<file path="config.mk">
export PLATFORM = sky130hd
export DESIGN_NAME = multi_pattern_detector
export DESIGN_NICKNAME = d
export VERILOG_FILES = /design/src/rtl/multi_pattern_detector.sv
export SDC_FILE = /design/constraint.sdc
export NUM_CORES = 1
export LEC_CHECK = 0
export BUFFER_PORTS_ARGS = -buffer_cell sky130_fd_sc_hd__buf_2
export CAP_MARGIN = 5
export CELL_PAD_IN_SITES_DETAIL_PLACEMENT = 2
export CELL_PAD_IN_SITES_GLOBAL_PLACEMENT = 2
export CORE_MARGIN = 2
export CORE_UTILIZATION = 35
export DETAILED_ROUTE_END_ITERATION = 6
export MAX_ROUTING_LAYER = met4
export PLACE_DENSITY = 0.8
export SKIP_LAST_GASP = 1
export SYNTH_ARGS = -nofsm -noshare
export SYNTH_HDL_FRONTEND = slang
export SYNTH_SLANG_ARGS = --single-unit
</file>
<file path="constraint.sdc">
create_clock -name clock -period 3.5 [get_ports clock]
set_input_delay 0.175 -clock clock [delete_from_list [all_inputs] [get_ports clock]]
set_output_delay 0.175 -clock clock [all_outputs]
set_load 0.02 [all_outputs]
</file>
<file path="src/rtl/multi_pattern_detector.sv">
// Programmable multi-slot symbol-sequence detector with per-slot match pulses
// and saturating hit counters; supports overlap mode, idle gaps and a flush symbol.
module multi_pattern_detector #(
  parameter int SYM_W     = 2,
  parameter int MAX_LEN   = 5,
  parameter int N_PAT     = 4,
  parameter int COUNT_W   = 8,
  parameter int FLUSH_SYM = 3,
  parameter int IDX_W     = $clog2(N_PAT),
  parameter int LEN_W     = $clog2(MAX_LEN + 1)
) (
  input  logic                       clock,
  input  logic                       reset,
  input  logic                       sym_valid,
  input  logic [SYM_W-1:0]           sym,
  input  logic                       overlap_en,
  input  logic                       cfg_we,
  input  logic [IDX_W-1:0]           cfg_idx,
  input  logic [LEN_W-1:0]           cfg_len,
  input  logic [MAX_LEN*SYM_W-1:0]   cfg_pat,
  input  logic                       cnt_clear,
  output logic [N_PAT-1:0]           match,
  output logic                       match_any,
  output logic [N_PAT*COUNT_W-1:0]   hit_count,
  output logic [LEN_W-1:0]           fill
);

  // Only MAX_LEN-1 symbols are stored: the incoming symbol completes the window.
  logic [SYM_W-1:0]         hist_q [MAX_LEN-1];
  logic [SYM_W-1:0]         hist_d [MAX_LEN-1];
  logic [LEN_W-1:0]         fill_q, fill_d;
  logic [LEN_W-1:0]         len_q [N_PAT];
  logic [LEN_W-1:0]         len_d [N_PAT];
  logic [MAX_LEN*SYM_W-1:0] pat_q [N_PAT];
  logic [MAX_LEN*SYM_W-1:0] pat_d [N_PAT];
  logic [COUNT_W-1:0]       cnt_q [N_PAT];
  logic [COUNT_W-1:0]       cnt_d [N_PAT];
  logic [N_PAT-1:0]         match_q, match_d;
  logic                     match_any_q, match_any_d;

  logic [SYM_W-1:0]         cand [MAX_LEN];
  logic [LEN_W-1:0]         fill_plus;
  logic                     flush, accept, cfg_ok;
  logic [N_PAT-1:0]         hit;

  always_comb begin
    flush     = sym_valid && (sym == SYM_W'(FLUSH_SYM));
    accept    = sym_valid && !flush;
    cfg_ok    = cfg_we && (int'(cfg_idx) < N_PAT);
    fill_plus = (fill_q >= LEN_W'(MAX_LEN)) ? LEN_W'(MAX_LEN) : fill_q + LEN_W'(1);
    cand[0]   = sym;
    for (int k = 1; k < MAX_LEN; k++) begin
      cand[k] = hist_q[k-1];
    end
    // A slot being rewritten this cycle is excluded from matching.
    for (int p = 0; p < N_PAT; p++) begin
      hit[p] = accept && (len_q[p] != '0) && (fill_plus >= len_q[p]) &&
               !(cfg_we && (cfg_idx == IDX_W'(p)));
      for (int k = 0; k < MAX_LEN; k++) begin
        if ((LEN_W'(k) < len_q[p]) && (cand[k] != pat_q[p][SYM_W*k +: SYM_W])) begin
          hit[p] = 1'b0;
        end
      end
    end
  end

  always_comb begin
    hist_d      = hist_q;
    fill_d      = fill_q;
    match_d     = hit;
    match_any_d = |hit;
    len_d       = len_q;
    pat_d       = pat_q;
    cnt_d       = cnt_q;
    if (accept) begin
      hist_d[0] = sym;
      for (int k = 1; k < MAX_LEN - 1; k++) begin
        hist_d[k] = hist_q[k-1];
      end
      fill_d = (!overlap_en && (|hit)) ? '0 : fill_plus;
    end else if (flush) begin
      fill_d = '0;
    end
    for (int p = 0; p < N_PAT; p++) begin
      if (cnt_clear) begin
        cnt_d[p] = '0;
      end else if (hit[p] && (cnt_q[p] != {COUNT_W{1'b1}})) begin
        cnt_d[p] = cnt_q[p] + COUNT_W'(1);
      end
      if (cfg_ok && (cfg_idx == IDX_W'(p))) begin
        len_d[p] = (cfg_len > LEN_W'(MAX_LEN)) ? '0 : cfg_len;
        pat_d[p] = cfg_pat;
      end
    end
  end

  always_ff @(posedge clock or negedge reset) begin
    if (!reset) begin
      for (int k = 0; k < MAX_LEN - 1; k++) begin
        hist_q[k] <= '0;
      end
      for (int p = 0; p < N_PAT; p++) begin
        len_q[p] <= '0;
        pat_q[p] <= '0;
        cnt_q[p] <= '0;
      end
      fill_q      <= '0;
      match_q     <= '0;
      match_any_q <= 1'b0;
    end else begin
      hist_q      <= hist_d;
      len_q       <= len_d;
      pat_q       <= pat_d;
      cnt_q       <= cnt_d;
      fill_q      <= fill_d;
      match_q     <= match_d;
      match_any_q <= match_any_d;
    end
  end

  always_comb begin
    for (int p = 0; p < N_PAT; p++) begin
      hit_count[COUNT_W*p +: COUNT_W] = cnt_q[p];
    end
  end

  assign match     = match_q;
  assign match_any = match_any_q;
  assign fill      = fill_q;

endmodule

</file>
==> flow_metrics.env, run 1 <==
export IMPL_post_drt_wl_per_cell_um=21.1
export IMPL_synth_area_leaders="dfrtp_1 (48%), mux2_2 (8.2%), xnor2_1 (4.9%)"
export IMPL_synth_compound_area_frac=0.108
export IMPL_fill_cells=1557
export IMPL_grt_max_degree=52
export IMPL_path_class="reg -> reg"
export IMPL_yosys_area_share_xor_xnor=0.0641
export IMPL_async_flop_share=1.00
export IMPL_drv_slew=0
export IMPL_rsz0062_at_grt="false"
export IMPL_drt_first_pass_iters=4
export IMPL_critical_path_top_delay_family="simple AND/OR/NAND/NOR gates"
export IMPL_start_kind="register"
export IMPL_power_uw=3550
export IMPL_synth_cell_types=49
export IMPL_synth_nets=550
export IMPL_synthSimpleGateAreaFrac=0.173
export IMPL_status="finished, final reports clean"
export IMPL_endpoint_kind="register"
export IMPL_port_buffers=62
export IMPL_dieArea_um2=15800
export IMPL_via_per_inst=5.46
export IMPL_worst_pin_slew_ns=1.29
export IMPL_h_tree_depth=3
export IMPL_drive_gt1_frac=0.254
export IMPL_die_w_um=126
export IMPL_synth_edf_count=0
export IMPL_cts_made_buffers=9
export IMPL_hp_start="cfg_pat[2]"
export IMPL_skew_ns=0.0116
export IMPL_hold_path_depth=3
export IMPL_grt_pass1_wl_mm=25.8
export IMPL_cap_violations=0
export IMPL_min_period_ns=3.39
export IMPL_core_area_um2=14500
export IMPL_seq_area_frac_synth=0.482
export IMPL_dp_hpwl_mm=11.3
export IMPL_timing_rr_start="fill[0]$_DFFE_PN0P_"
export IMPL_arrival_ns=3.67
export IMPL_antenna_found_initial=0
export IMPL_slowest_stage="or4_1"
export IMPL_cp_max_fo=7
export IMPL_drt_total_wl_mm=16.1
export IMPL_relSlewSlack=0.132
export IMPL_path_clk_slew_ns=0.08
export IMPL_cts_buffer_depth=2
export IMPL_muxShareOfSynthArea=0.101
export IMPL_syn_inst=513
export IMPL_synthMostInstantiatedCell="dfrtp_1"
export IMPL_ir_drop_uv=292
export IMPL_synth_seq_cells=100
export IMPL_die_y_um=126
export IMPL_clk_latency_ns=0.36
export IMPL_netlist_area_um2=5190
export IMPL_yosysTopAreaCell="dfrtp_1"
export IMPL_p_per_area_nw_per_um2=575
export IMPL_area_growth_pct=19.1
export IMPL_startpoint="fill[0]$_DFFE_PN0P_"
export IMPL_placementRows=44
export IMPL_io_pins=63
export IMPL_ant_nets=0
export IMPL_worstPathRequired_ns=3.77
export IMPL_yosysWarnings=0
export IMPL_synth_top_family_by_area="simple AND/OR/NAND/NOR gates"
export IMPL_max_stage_delay_ns=0.59
export IMPL_grt_overflow=0
export IMPL_worst_path_stages=10
export IMPL_avgSynthCellArea_um2=10.1
export IMPL_hp_class="in -> reg"
export IMPL_ys_flop_type="dfrtp_1"
export IMPL_worst_path_buf_inv=0
export IMPL_synthTopCellsByCount="dfrtp_1 (100), nand2_1 (59), mux2_2 (38)"
export IMPL_dpl_cell_area_um2=5710
export IMPL_clock_sinks=100
export IMPL_reg2reg_depth=10
export IMPL_path_common_cell="ha_2"
export IMPL_fmax_mhz=295
export IMPL_yosysTopAreaCellShare=0.482
export IMPL_hold_viol=0
export IMPL_p_leak_uw=0.00276
export IMPL_worstPathCellList="ha_2, nor4_4, a21oi_2, ha_2, o21ai_0, nor3_1, nor4b_4, o221ai_2, or4_1, a21oi_1"
export IMPL_gr_usage_all_layers=0.212
export IMPL_final_setup_tns_ns=0
export IMPL_root_buffer="clkbuf_16"
export IMPL_drc_errors=0
export IMPL_yosys_area_share_adder=0.0357
export IMPL_initial_utilization=0.357
export IMPL_antennaDiodeCount=0
export IMPL_cts_tree="yes"
export IMPL_grt_pass1_vias=4713
export IMPL_vias=4163
export IMPL_period_share=0.970
export IMPL_routabilityCongestion=0.825
export IMPL_setup_viol=0
export IMPL_nets=611
export IMPL_stdcell_area_um2=6180
export IMPL_initialDrtViolationCount=238
[layer usage]
layer,GRT usage,part of all wire,vias to the layer above
li1,-,-,1938
met2,0.375,0.53,61
met5,-,0,-
met3,0.0433,0.030,13
met1,0.255,0.43,2151
met4,0.0343,0.0088,0
[cell families (layout without fill, tap and decap cells)]
family / after synthesis / count (layout)
fa+ha+maj: 15 / 15
mux: 47 / 47
simple gates: 172 / 172
compound gates: 92 / 93
buf+inv: 49 / 114
flops: 100 / 100
xor+xnor: 38 / 38
[cell type report]
type | count | area, um^2 | area share
clock inverters | 7 | 123 | 0.0198
well taps | 184 | 230 | 0.0372
multi-input cells | 365 | 2600 | 0.421
repair buffers | 74 | 405 | 0.0656
flip-flops and latches | 100 | 2500 | 0.405
inverters | 24 | 90.1 | 0.0146
clock buffers | 9 | 225 | 0.0364
[report_power, final]
group	internal, uW	switching (uW)
clock network	704	476
registers	1300	182
logic	379	508
total	2390	1170
[worst reg2reg max path, cell delays in order, from the launching register on]
cell and delay [ns]:
dfrtp_2 0.47, ha_2 0.24, nor4_4 0.30, a21oi_2 0.14, ha_2 0.33, o21ai_0 0.13, nor3_1 0.26, nor4b_4 0.43
o221ai_2 0.24, or4_1 0.59, a21oi_1 0.17
[stage by stage]
step,hold WS [ns],util,std cells,setup WS (ns)
6_report,0.0531,0.425,763,0.105
5_1_grt,0.0673,0.425,763,0.0202
4_1_cts,0.0452,0.419,761,0.0318
3_5_place_dp,0.256,0.393,743,-0.0759
3_3_place_gp,0.246,0.393,743,0.251
2_1_floorplan,-0.121,-,513,0.283
[sequential cells by signal, indices dropped and copies added (netlist names)]
| name | count |
|---|---|
| pat_q | 40 |
| hit_count | 32 |
| len_q | 12 |
| cand | 8 |
| match | 4 |
| fill | 3 |
| match_any | 1 |
[cell usage in the layout, fill, tap and decap left out, types with 3 or more instances in the layout]
| cell type | n |
|---|---|
| bufinv_16 | 3 |
| o31ai_1 | 9 |
| buf_4 | 12 |
| o21ai_1 | 9 |
| or4_1 | 10 |
| nand3b_1 | 3 |
| clkbuf_16 | 9 |
| xor2_1 | 9 |
| and3_1 | 4 |
| nor2b_1 | 9 |
| nand3_1 | 21 |
| o21ai_0 | 19 |
| o2111ai_1 | 3 |
| dfrtp_1 | 98 |
| a21oi_1 | 28 |
| nand2_1 | 59 |
| nand2b_1 | 6 |
| buf_2 | 61 |
| nor2_1 | 27 |
| inv_1 | 22 |
| o22ai_1 | 5 |
| xnor2_1 | 29 |
| mux2_2 | 38 |
| or3_1 | 10 |
| a32oi_1 | 4 |
| o41ai_1 | 3 |
| nand4_1 | 7 |
| mux2_1 | 7 |
| ha_1 | 12 |
| nor3_1 | 3 |
[path summary, 6_finish.rpt]
| check | slack [ns] | to |
|---|---|---|
| setup / recovery | 0.11 | hit_count[4]$_DFFE_PN0P_ |
| hold / removal | 0.05 | pat_q[32]$_DFFE_PN0P_ |
| setup reg to reg | 0.11 | hit_count[4]$_DFFE_PN0P_ |
| hold reg to reg | 0.51 | pat_q[39]$_DFFE_PN0P_ |
| max in group asynchronous | 2.25 | pat_q[23]$_DFFE_PN0P_ |
| min in group asynchronous | 0.40 | hit_count[30]$_DFFE_PN0P_ |
[what timing repair did]
item | in CTS | in global routing
hold buffers | 1 | 0
pin swaps | 0 | 1
hold endpoints to repair | 49 | 0
gates resized for setup | 2 | 14
cloned | 0 | 1
setup endpoints to repair | 9 | 15
buffers inserted | 1 | 1
No activity file was read; power rests on OpenSTA's default activity.
==> inputs of run 2 (changes only) <==
Settings changed: CORE_UTILIZATION 35 to 37, PLACE_DENSITY 0.8 to 0.84.
==> run 2 against run 1 <==
  * Largest cell class unchanged
  * Non-clock buffer count shrank 2
  * Sequential power about the same
  * Power is 5.6% lower
  * Count of clock-buffer cells in the layout is 1 higher
  * Cell area shrank 2.0%
==> flow_metrics.env, run 2 (synthesis results as in run 1) <==
export IMPL_drt_first_pass_iters=4
export IMPL_h_tree_depth=3
export IMPL_grt_overflow=0
export IMPL_worstPathRequired_ns=3.78
export IMPL_register_area_um2=2500
export IMPL_dpl_cell_area_um2=5700
export IMPL_fill_cells=1488
export IMPL_dieArea_um2=15000
export IMPL_rrSetupSlack_ns=0.18
export IMPL_root_buffer="clkbuf_16"
export IMPL_final_common_cell="dfrtp_1"
export IMPL_initialDrtViolationCount=242
export IMPL_cap_violations=0
export IMPL_drive_gt1_frac=0.238
export IMPL_status="finished, final reports clean"
export IMPL_skew_ns=0.0114
export IMPL_placementRows=43
export IMPL_final_setup_tns_ns=0
export IMPL_grt_pass1_wl_mm=26.1
export IMPL_die_w_um=122
export IMPL_via_per_inst=5.56
export IMPL_arrival_ns=3.60
export IMPL_multiInputGateArea_um2=2550
export IMPL_vias=4203
export IMPL_top_layer="met4"
export IMPL_rsz0062_at_grt="false"
export IMPL_power_uw=3350
export IMPL_die_y_um=122
export IMPL_layout_common_cells="dfrtp_1 (99), buf_2 (61), nand2_1 (59)"
export IMPL_clock_sinks=100
export IMPL_drc_errors=0
export IMPL_gr_usage_all_layers=0.235
export IMPL_top_register="pat_q"
export IMPL_hold_path_depth=3
export IMPL_grt_pass1_vias=4646
export IMPL_relSlewSlack=0.398
export IMPL_path_clk_slew_ns=0.07
export IMPL_area_growth_pct=16.7
export IMPL_antenna_found_initial=0
export IMPL_cts_buffer_depth=2
export IMPL_drt_total_wl_mm=16.2
export IMPL_start_kind="register"
export IMPL_path_class="reg -> reg"
export IMPL_core_area_um2=13800
export IMPL_post_drt_wl_per_cell_um=21.4
export IMPL_dp_hpwl_mm=11.2
export IMPL_routabilityCongestion=0.811
export IMPL_setup_viol=0
export IMPL_nets=608
export IMPL_reg2reg_depth=9
export IMPL_min_period_ns=3.32
export IMPL_largest_reg_flops=40
export IMPL_stdcell_area_um2=6060
export IMPL_cp_max_fo=7
export IMPL_endpoint_kind="register"
export IMPL_io_pins=63
export IMPL_period_share=0.948
export IMPL_clk_latency_ns=0.36
export IMPL_m1WireLength_mm=6.91
export IMPL_met3_length_um=536
export IMPL_hold_viol=0
export IMPL_drv_slew=0
export IMPL_worst_pin_slew_ns=0.903
export IMPL_hp_class="in -> reg"
export IMPL_fmax_mhz=301
export IMPL_initial_utilization=0.377
export IMPL_port_buffers=62
export IMPL_ir_drop_uv=384
export IMPL_cts_tree="yes"
export IMPL_p_per_area_nw_per_um2=553
export IMPL_ant_nets=0
export IMPL_route_met2_wl_mm=8.19
export IMPL_grt_max_degree=67
export IMPL_p_leak_uw=0.00273
export IMPL_cts_made_buffers=9
export IMPL_antennaDiodeCount=0
[run 2: area by class of cell]
type	instances	area share
Timing Repair Buffer	72	0.0644
Multi-Input combinational cell	364	0.422
Clock inverter	6	0.0107
Inverter	24	0.0149
Tap cell	180	0.0372
Clock buffer	10	0.0378
Sequential cell	100	0.413
[run 2: metal layers]
layer / track usage / vias to the layer above
met3: 0.0507 / 39
met2: 0.388 / 86
met1: 0.278 / 2137
li1: - / 1941
met5: - / -
met4: 0.0999 / 0
[run 2: path summary, 6_finish.rpt]
check,start,end
worst max-delay path,fill[0]$_DFFE_PN0P_,hit_count[14]$_DFFE_PN0P_
worst min-delay path,cfg_pat[5],pat_q[35]$_DFFE_PN0P_
worst max register to register,fill[0]$_DFFE_PN0P_,hit_count[14]$_DFFE_PN0P_
worst min register to register,pat_q[37]$_DFFE_PN0P_,pat_q[37]$_DFFE_PN0P_
max in group asynchronous,reset,hit_count[5]$_DFFE_PN0P_
min in group asynchronous,reset,hit_count[19]$_DFFE_PN0P_
[run 2: repair_timing]
action,4_1_cts,5_1_grt
pin swaps,0,2
setup endpoints to repair,10,16
resized for setup,2,6
setup buffers,0,0
hold endpoints to repair,64,0
hold buffers,1,0
[run 2: metrics by stage]
stage,setup slack [ns],util,instances,hold slack (ns)
after floorplan,0.283,-,513,-0.121
after global placement,0.273,0.414,739,0.342
after detailed placement,-0.0284,0.414,739,0.364
after CTS,0.00912,0.437,756,0.0536
after global routing,0.0305,0.440,756,0.0717
final,0.180,0.440,756,0.0554
[run 2: report_power, final]
group | internal [uW] | switching (uW) | total [uW] | leakage, uW
Clock | 555 | 462 | 1020 | 0.000142
Sequential | 1300 | 186 | 1490 | 0.00128
Combinational | 362 | 484 | 846 | 0.00131
Total | 2220 | 1130 | 3350 | 0.00273
[run 2: critical path, stage by stage (launching register included)]
cell and delay, ns:
dfrtp_1 0.46, ha_1 0.28, nor4_2 0.28, a21oi_2 0.17, ha_1 0.30, o2111ai_1 0.14, or4_4 0.57, or3_4 0.38
or4_1 0.51, a21oi_1 0.16
==> inputs of run 3 (changes only) <==
==> constraint.sdc (replaced) <==
create_clock -name clock -period 3.5 [get_ports clock]
set_input_delay 0.525 -clock clock [delete_from_list [all_inputs] [get_ports clock]]
set_output_delay 0.525 -clock clock [all_outputs]
set_load 0.02 [all_outputs]
==> run 3 against run 2 <==
  * Critical endpoint unchanged
  * Clock power rose by 7%
  * Wire length rose by 2.3%
  * Clock skew fell by 0.0013 ns
  * Non-clock buffer count rose by 1
  * Sequential power barely moved
  * Worst hold slack improved by 0.27 ns
==> flow_metrics.env, run 3 (synthesis results as in run 1) <==
export IMPL_status="finished, final reports clean"
export IMPL_cts_tree="yes"
export IMPL_cap_violations=0
export IMPL_ant_nets=0
export IMPL_worst_pin_slew_ns=0.985
export IMPL_endpoint_kind="register"
export IMPL_whs_ns=0.330
export IMPL_cts_buffer_depth=2
export IMPL_io_pins=63
export IMPL_drive_gt1_frac=0.244
export IMPL_relSlewSlack=0.344
export IMPL_seq_power_share=0.435
export IMPL_max_stage_delay_ns=0.57
export IMPL_p_comb_frac=0.247
export IMPL_slowest_stage="or4_4"
export IMPL_power_internal_uw=2290
export IMPL_cts_made_buffers=9
export IMPL_routabilityCongestion=0.803
export IMPL_fill_cells=1454
export IMPL_dieArea_um2=15000
export IMPL_period_share=0.978
export IMPL_grt_pass1_wl_mm=26.0
export IMPL_largest_reg_flops=40
export IMPL_initial_utilization=0.377
export IMPL_swShare=0.332
export IMPL_clock_sinks=100
export IMPL_die_y_um=122
export IMPL_path_class="reg -> reg"
export IMPL_hp_class="in -> async"
export IMPL_postCtsHoldBufs=0
export IMPL_layout_common_cells="dfrtp_1 (99), buf_2 (61), nand2_1 (59)"
export IMPL_top_register="pat_q"
export IMPL_root_buffer="clkbuf_16"
export IMPL_antenna_found_initial=0
export IMPL_dp_hpwl_mm=11.2
export IMPL_p_leak_uw=0.00274
export IMPL_hold_viol=0
export IMPL_worst_path_buf_inv=0
export IMPL_drc_errors=0
export IMPL_nets=609
export IMPL_worstPathRequired_ns=3.78
export IMPL_drt_total_wl_mm=16.5
export IMPL_start_kind="register"
export IMPL_min_period_ns=3.42
export IMPL_pwr_share_clk=0.318
export IMPL_gr_usage_all_layers=0.232
export IMPL_drt_first_pass_iters=6
export IMPL_placementRows=43
export IMPL_final_common_cell="dfrtp_1"
export IMPL_antennaDiodeCount=0
export IMPL_worstPathCellList="ha_2, nor4_4, a21oi_2, ha_1, o2111ai_1, or4_4, or3_4, or4_1, a21oi_1"
export IMPL_post_drt_wl_per_cell_um=21.8
export IMPL_post_place_ws_ns=-0.179
export IMPL_h_tree_depth=3
export IMPL_cp_max_fo=7
export IMPL_die_w_um=122
export IMPL_area_growth_pct=17.0
export IMPL_setup_slack_ns=0.0770
export IMPL_path_clk_slew_ns=0.07
export IMPL_place_inst=740
export IMPL_clk_latency_ns=0.36
export IMPL_drv_slew=0
export IMPL_ir_drop_uv=239
export IMPL_port_buffers=62
export IMPL_core_area_um2=13800
export IMPL_via_per_inst=5.57
export IMPL_setup_viol=0
export IMPL_p_switching_uw=1140
export IMPL_p_per_area_nw_per_um2=565
export IMPL_initialDrtViolationCount=217
export IMPL_critical_path_top_delay_family="simple AND/OR/NAND/NOR gates"
export IMPL_stdcell_count=757
export IMPL_power_uw=3430
export IMPL_skew_ns=0.0101
export IMPL_grt_max_degree=76
export IMPL_arrival_ns=3.70
export IMPL_grt_pass1_vias=4817
export IMPL_vias=4216
export IMPL_grt_overflow=0
export IMPL_fmax_mhz=292
## run 3: changes by cell type in the layout (fill, tap and decap cells not counted), sizes merged
| cell | change |
|---|---|
| clkbuf | -1 |
| buf | +2 |
| bufinv | +1 |
| dlygate4sd3 | -1 |
## run 3: cell type report
type / instances / area (um^2) / share of cell area
multi-input combinational: 364 / 2540 / 0.419
sequential: 100 / 2500 / 0.412
timing repair buffer: 73 / 395 / 0.0651
clock buffer: 9 / 225 / 0.0371
tap: 180 / 225 / 0.0371
clock inverter: 7 / 91.3 / 0.0150
inverter: 24 / 90.1 / 0.0148
## run 3: metal layers
metal | GRT usage | vias up | part of all wire
li1 | - | 1941 | -
met1 | 0.278 | 2167 | 0.43
met2 | 0.393 | 79 | 0.52
met3 | 0.0270 | 29 | 0.026
met4 | 0.101 | 0 | 0.027
met5 | - | - | 0
## run 3: path summary, 6_finish.rpt
path	from	to	slack, ns	depth (start not counted)
worst max-delay path	fill[0]$_DFFE_PN0P_	hit_count[14]$_DFFE_PN0P_	0.08	9
worst min-delay path	reset	hit_count[19]$_DFFE_PN0P_	0.33	1
worst max register to register	fill[0]$_DFFE_PN0P_	hit_count[14]$_DFFE_PN0P_	0.08	9
worst min register to register	pat_q[36]$_DFFE_PN0P_	pat_q[36]$_DFFE_PN0P_	0.51	2
max in group asynchronous	reset	pat_q[10]$_DFFE_PN0P_	2.37	2
min in group clock	cfg_pat[5]	pat_q[35]$_DFFE_PN0P_	0.41	3
## run 3: worst register-to-register path, delay by kind of cell (launching register included)
family	cells	cell delay [ns]
simple gates	4	1.78
compound gates	3	0.49
flops	1	0.49
fa+ha+maj	2	0.59
## run 3: through the flow
step / setup TNS (ns) / util / area, um^2
5_1_grt: -0.0344 / 0.441 / 6070
2_1_floorplan: 0 / - / 5190
4_1_cts: 0 / 0.440 / 6060
3_5_place_dp: -0.871 / 0.415 / 5710
3_3_place_gp: 0 / 0.415 / 5710
6_report: 0 / 0.441 / 6070
## run 3: power by group through the flow
stage | clock, uW | combinational, uW | sequential, uW
final | 1090 | 849 | 1490
after global routing | 1150 | 940 | 1520
after CTS | 1100 | 824 | 1490
after detailed placement | 0 | 799 | 1510
after global placement | 0 | 741 | 1480
after floorplan | 0 | 574 | 1440
## run 3: timing repair
action | CTS | global route
hold endpoints to repair | 0 | 0
resized for setup | 4 | 4
setup endpoints to repair | 13 | 15
pin swaps | 0 | 1
buffers inserted | 1 | 0
